==> config.mk <==
export PLATFORM = sky130hd
export DESIGN_NAME = sequence_playback_unit
export DESIGN_NICKNAME = d
export VERILOG_FILES = /design/src/rtl/sequence_playback_unit.sv
export SDC_FILE = /design/constraint.sdc
export NUM_CORES = 1
export LEC_CHECK = 0
export CAP_MARGIN = 10
export CORE_AREA = 8 8 99 101
export DETAILED_ROUTE_END_ITERATION = 12
export DIE_AREA = 0 0 107 109
export DONT_BUFFER_PORTS = 1
export GPL_TIMING_DRIVEN = 0
export MAX_ROUTING_LAYER = met4
export SLEW_MARGIN = 20
export SYNTH_ARGS = -nofsm -noshare
export SYNTH_HDL_FRONTEND = slang
export SYNTH_SLANG_ARGS = --single-unit
==> constraint.sdc <==
create_clock -name clk -period 4.3 [get_ports clk]
set_input_delay 1.29 -clock clk [delete_from_list [all_inputs] [get_ports clk]]
set_output_delay 1.29 -clock clk [all_outputs]
set_load 0.05 [all_outputs]
==> src/rtl/sequence_playback_unit.sv <==
// Ordered capture buffer for strobed 4-bit values, replayed to the display
// path with timed show/gap intervals.
module sequence_playback_unit #(
    parameter int DEPTH       = 8,
    parameter int SHOW_CYCLES = 25000000,
    parameter int GAP_CYCLES  = 12500000,
    localparam int LEN_W      = $clog2(DEPTH + 1)
) (
    input  logic             clk,
    input  logic             rst,
    input  logic [3:0]       num_in,
    input  logic             num_valid,
    input  logic             play_start,
    input  logic             clear,
    output logic [3:0]       disp_num,
    output logic             disp_valid,
    output logic             play_busy,
    output logic             play_done,
    output logic [LEN_W-1:0] seq_len,
    output logic             seq_full
);

    localparam int IDX_W   = $clog2(DEPTH);
    localparam int MAX_CYC = (SHOW_CYCLES > GAP_CYCLES) ? SHOW_CYCLES : GAP_CYCLES;
    localparam int CNT_W   = $clog2(MAX_CYC + 1);

    typedef enum logic [1:0] {
        IDLE,
        SHOW,
        GAP,
        DONE
    } state_t;

    state_t           state_q, state_d;
    logic [LEN_W-1:0] seq_len_q, seq_len_d;
    logic [IDX_W-1:0] index_q, index_d;
    logic [CNT_W-1:0] cnt_q, cnt_d;
    logic [3:0]       disp_num_q, disp_num_d;
    logic             disp_valid_q, disp_valid_d;
    logic             play_busy_q, play_busy_d;
    logic             play_done_q, play_done_d;
    logic             seq_full_q, seq_full_d;
    logic [3:0]       mem_q [DEPTH];
    logic [3:0]       mem_d [DEPTH];
    logic             capture;

    // Outputs are computed one cycle ahead so every port comes straight from a flop.
    always_comb begin
        state_d      = state_q;
        seq_len_d    = seq_len_q;
        index_d      = index_q;
        cnt_d        = cnt_q;
        disp_num_d   = disp_num_q;
        disp_valid_d = disp_valid_q;
        play_busy_d  = play_busy_q;
        play_done_d  = 1'b0;
        mem_d        = mem_q;
        capture      = (state_q == IDLE) && num_valid && !clear
                       && (seq_len_q < LEN_W'(DEPTH));

        if (clear) begin
            state_d      = IDLE;
            seq_len_d    = '0;
            index_d      = '0;
            cnt_d        = '0;
            disp_num_d   = 4'd0;
            disp_valid_d = 1'b0;
            play_busy_d  = 1'b0;
        end else begin
            case (state_q)
                IDLE: begin
                    if (capture) begin
                        mem_d[seq_len_q[IDX_W-1:0]] = num_in;
                        seq_len_d = seq_len_q + LEN_W'(1);
                    end
                    if (play_start) begin
                        index_d     = '0;
                        cnt_d       = '0;
                        play_busy_d = 1'b1;
                        if (seq_len_d != '0) begin
                            state_d      = SHOW;
                            disp_num_d   = mem_d[0];
                            disp_valid_d = 1'b1;
                        end else begin
                            state_d     = DONE;
                            play_done_d = 1'b1;
                        end
                    end
                end
                SHOW: begin
                    if (cnt_q == CNT_W'(SHOW_CYCLES - 1)) begin
                        state_d      = GAP;
                        cnt_d        = '0;
                        disp_num_d   = 4'd0;
                        disp_valid_d = 1'b0;
                    end else begin
                        cnt_d = cnt_q + CNT_W'(1);
                    end
                end
                GAP: begin
                    if (cnt_q == CNT_W'(GAP_CYCLES - 1)) begin
                        cnt_d = '0;
                        if (LEN_W'(index_q) == seq_len_q - LEN_W'(1)) begin
                            state_d     = DONE;
                            play_done_d = 1'b1;
                        end else begin
                            state_d      = SHOW;
                            index_d      = index_q + IDX_W'(1);
                            disp_num_d   = mem_q[index_q + IDX_W'(1)];
                            disp_valid_d = 1'b1;
                        end
                    end else begin
                        cnt_d = cnt_q + CNT_W'(1);
                    end
                end
                DONE: begin
                    state_d     = IDLE;
                    play_busy_d = 1'b0;
                end
                default: state_d = IDLE;
            endcase
        end
        seq_full_d = (seq_len_d == LEN_W'(DEPTH));
    end

    always_ff @(posedge clk) begin
        if (rst) begin
            state_q      <= IDLE;
            seq_len_q    <= '0;
            index_q      <= '0;
            cnt_q        <= '0;
            disp_num_q   <= 4'd0;
            disp_valid_q <= 1'b0;
            play_busy_q  <= 1'b0;
            play_done_q  <= 1'b0;
            seq_full_q   <= 1'b0;
        end else begin
            state_q      <= state_d;
            seq_len_q    <= seq_len_d;
            index_q      <= index_d;
            cnt_q        <= cnt_d;
            disp_num_q   <= disp_num_d;
            disp_valid_q <= disp_valid_d;
            play_busy_q  <= play_busy_d;
            play_done_q  <= play_done_d;
            seq_full_q   <= seq_full_d;
        end
    end

    // Buffer storage has no reset; seq_len alone defines which entries are live.
    always_ff @(posedge clk) begin
        if (!rst) begin
            mem_q <= mem_d;
        end
    end

    assign disp_num   = disp_num_q;
    assign disp_valid = disp_valid_q;
    assign play_busy  = play_busy_q;
    assign play_done  = play_done_q;
    assign seq_len    = seq_len_q;
    assign seq_full   = seq_full_q;

endmodule

* Word-level counts from Yosys, hierarchy flattened
Cells that the tools add are included.
** Cells by class
- Magnitude comparators :: 4
- $add $sub $neg :: 4
- Reductions and logical operators :: 18
- Equal/unequal tests :: 12
- Bitwise operators :: 4
- Multiplexer cells :: 45
** Operators by type and width (count)
- 2-to-1 mux 25 bit :: 3
- one-hot mux 25 bit (3 select lines) :: 1
- 2-to-1 mux 4 bit :: 13
- bitwise mux 32 bit :: 1
- 2-to-1 mux 32 bit :: 1
- adder 25 x 1 -> 25 bit (second input constant) :: 1
- equality test 25 x 24 -> 1 bit (second input constant) :: 1
- equality test 25 bit (second input constant) :: 1
- binary-select mux 4 bit (select 3 bit) :: 1
- demux 4 bit (select 3 bit) :: 1
- one-hot mux 4 bit (3 select lines) :: 1
- 2-to-1 mux 1 bit :: 10
- 2-to-1 mux 2 bit :: 5
- 2-to-1 mux 3 bit :: 3
- >= comparator 4 bit (second input constant) :: 2
- inequality test 2 bit (second input constant) :: 4
- NOT 3 -> 4 bit :: 2
- one-hot mux 2 bit (4 select lines) :: 1
- AND reduction 4 bit :: 2
- one-hot mux 3 bit (2 select lines) :: 1
- AND reduction 3 bit :: 2
- AND reduction 6 bit :: 1
- adder 4 x 1 -> 4 bit (second input constant) :: 1
- equality test 2 bit (second input constant) :: 2
- 19 further kinds :: 26
** Storage, ports and cells
- Bits in registers :: 74
- Output and inout bits :: 12
- Bits of input ports :: 9

* Depth between registers and ports, before layout
- Depth after elaboration :: 11
- Depth in mapped cells :: 10

* Worst setup path before layout
No wires, ideal clock.
- Path type :: input port to flip-flop
- Start :: input clear
- End :: register disp_num_q[0], in the netlist disp_num[0]
- Path buffers :: 1
- Path slack :: 1.327 ns
- Required time :: 4.162 ns
- Stages on the path :: 7
- Data arrival time :: 2.835 ns
- Cell sequence :: and3b_1 > and2_1 > clkbuf_1 > nand2_1 > mux2_2 > a222oi_1 > a211oi_2
** Between the ends
- Longest elaborated chain between the ends :: 9
- Elaborated cells between the ends (all ways) :: 14
- Those cells by class :: eq/ne: 1; mux: 7; reduce/logical: 6
** Ends and longest elaborated chain
- start: declaration :: RTL line 14 : input logic clear,
- zero test 1 bit :: RTL line 58 : capture = (state_q == IDLE) && num_valid && !clear
- logical AND 1 bit :: RTL line 58
- logical AND 1 bit :: RTL line 59 : && (seq_len_q < LEN_W'(DEPTH));
- 2-to-1 mux 4 bit :: RTL line 72 : if (capture) begin
- 2-to-1 mux 4 bit :: RTL line 70 : case (state_q)
- 2-to-1 mux 4 bit :: RTL line 61 : if (clear) begin
- nonzero test 4 bit :: RTL line 80 : if (seq_len_d != '0) begin
- inequality test 2 x 1 -> 1 bit (no line)
- AND reduction 6 bit (no line)
- end signal: assignment :: RTL line 142 : disp_num_q <= disp_num_d;
- end: declaration :: RTL line 38 : logic [3:0] disp_num_q, disp_num_d;
Parallel ways exist; a longest one is shown, timed or not. The select of a mux whose other input is x is not followed.
A chain may end at the register's enable or synchronous reset.

* Worst setup path after layout
- Start :: input clear
- End :: register disp_num_q[3], in the netlist disp_num[3]
The elaborated chain is that of the path after synthesis.

==> impl_metrics.toml <==
[clock_network]
cts_buffer_depth = 2
clock-sinks = 74
numCtsBuffers = 9
clk_latency_ns = 0.35
clkTransAtPathRegs_ns = 0.08
cts_setup_buffers = 0
cts_root_buf = "clkbuf_8"
hold_buffers = 0
htree_num_levels = 3
cts_tree = "yes"
ctsResizeCount = 0

[hold_path]
hold_class = "reg2reg"

[synthesis]
syn_area_um2 = 3580
synth_cell_type_count = 53
yosys-top-cells-count = "55 x nor2_1, 42 x dfxtp_1, 32 x edfxtp_1"
async_reset_ff_frac = 0
yosys_most_used_dff = "dfxtp_1"
ys_warn_count = 0
yosys.area.top_type = "edfxtp_1"
synth_top_area_frac = 0.268
synth_seq_cells = 74
avgSynthCellArea_um2 = 10.8
synthTopCellsByArea = "edfxtp_1 27%, dfxtp_1 23%, nor2_1 5.8%"
synth_most_common_cell = "nor2_1"
synth-edff-count = 32
synth_nets = 350
syn-instance-count = 332
seq_area_frac_synth = 0.503

[cells_and_area]
drive_gt1_frac = 0.126
antennaDiodeCount = 0
nets = 361
fin_cells = 456
fin_util = 0.470
syn_to_final_growth_pct = 9.81

[detailed_routing]
drc_errors = 0
vias = 2468
firstDrtPassIters = 6
wl_per_cell_um = 16.0
antenna_left = 0
finalWirelength_um = 7280
met2_length_um = 3720
dr_wl_met3_um = 197
drt-initial-drc-count = 96
wirelength_met1_um = 3240
via_per_inst = 5.41
top_layer_used = "met4"

[power]
power_frac_clock = 0.392
internal-power_mw = 1.08
swShare = 0.260
p_comb_frac = 0.080
peakVddDrop_uv = 296
power_mw = 1.45
power.density_nw_per_um2 = 369
power_leakage_nw = 1.28
p_seq_frac = 0.528
p_sw_mw = 0.378

[sta]
final-max-slew-violation-count = 0
skew_ns = 0.00635
fin_crit_sh = 0.695
maxSlewHeadroom = 0.473
post-route-min-period_ns = 2.99
timing.fmax_ghz = 0.335
finalSetupTns_ns = 0
report.final.setup_viol = 0
rsz0062_at_grt = "false"
tightest_slew_ns = 0.784
hold_viol_final = 0

[placement]
gp_congestion = 0.781
hpwlAfterDp_um = 5340
io_buffers = 0
dpl.cell_count = 440

[worst_setup_path]
critical_path_required_ns = 4.51
cp_slowest_cell = "a222oi_1"
crit_fanout = 9
cp-start-kind = "primary input"
arrival_ns = 3.20
path_cells = "and3b_1 -> and2_1 -> clkbuf_1 -> nand2_1 -> mux2_2 -> a222oi_1 -> a211oi_2"
slowest_delay_ns = 0.44
path_class = "in2reg"
endpoint_kind = "register"

[floorplan]
io_pins = 21
placementRows = 34
die_h_um = 109
core_um2 = 8380
die_area_um2 = 11700
die_x_um = 107
start_util = 0.428

[global_routing]
grt_overflow_total = 0
grt_pass1_vias = 2563
grt_max_degree = 15
grtUsageTotal = 0.140
antenna_found_initial = 0
grt_pass1_wl_um = 12500

[run_status]
status = "finished, final reports clean"

[run]
cap_violations = 0
==> logic make-up (layout without fill, tap and decap cells) <==
logic type,Yosys count,count (layout),share of synthesized area
and+or+nand+nor,152,152,0.219
buffers and inverters,19,35,0.0230
xor gates and xnor gates,28,28,0.0723
AOI/OAI and AO/OA,37,37,0.0862
adders and majority gates,9,9,0.0314
DFF,74,74,0.503
muxes,13,13,0.0656
==> area by class of cell <==
| class | instances | area (µm²) |
|---|---|---|
| clock inverter | 6 | 72.6 |
| fill | 750 | 4450 |
| clock buffer | 10 | 138 |
| tap | 108 | 135 |
| buffer | 11 | 52.6 |
| sequential | 74 | 1800 |
| multi-input combinational | 239 | 1710 |
| inverter | 8 | 30.0 |
==> cells in the final DEF, fill, tap and decap left out, types with 8 or more instances in the layout <==
cell	instances
a21oi_1	9
clkbuf_8	10
dfxtp_1	42
edfxtp_1	32
ha_1	9
inv_1	8
mux4_2	8
nand2_1	25
nand3_1	11
nand4_1	11
nor2_1	55
xnor2_1	10
xor2_1	17
==> worst paths after layout <==
check | depth (start not counted) | slack (ns) | start | end
min | 2 | 0.51 | index_q[2]$_SDFFE_PP0P_ | index_q[2]$_SDFFE_PP0P_
max | 7 | 1.31 | clear | disp_num[3]$_SDFFE_PP0P_
min reg2reg | 2 | 0.51 | index_q[2]$_SDFFE_PP0P_ | index_q[2]$_SDFFE_PP0P_
max reg2reg | 8 | 1.32 | cnt_q[0]$_SDFFE_PP0P_ | cnt_q[18]$_SDFFE_PP0P_
==> per-stage QoR <==
step | hold WS [ns] | setup WS [ns] | instance area (µm²)
after floorplan | 0.459 | 1.33 | 3580
after global placement | 0.476 | 0.975 | 3720
after detailed placement | 0.491 | 0.961 | 3720
after CTS | 0.505 | 1.29 | 3930
after global routing | 0.554 | 1.00 | 3940
final | 0.507 | 1.31 | 3940
==> metal layers <==
layer / up-vias / track usage
met3: 12 / 0.0355
met4: 0 / 0.0643
li1: 1237 / -
met5: - / -
met1: 1195 / 0.154
met2: 24 / 0.234
==> worst max-delay path: cells and delay by family <==
family	cells	cell delay, ns
and+or+nand+nor	3	0.67
buffers and inverters	1	0.32
muxes	1	0.34
AOI/OAI and AO/OA	2	0.56
==> power by group through the flow <==
stage	Sequential, mW	Combinational, mW	Clock (mW)
6_report	0.767	0.117	0.570
5_1_grt	0.769	0.132	0.615
4_1_cts	0.768	0.118	0.582
3_5_place_dp	0.784	0.117	0
3_3_place_gp	0.784	0.115	0
2_1_floorplan	0.781	0.0935	0
Power figures use the tool's default switching activity.
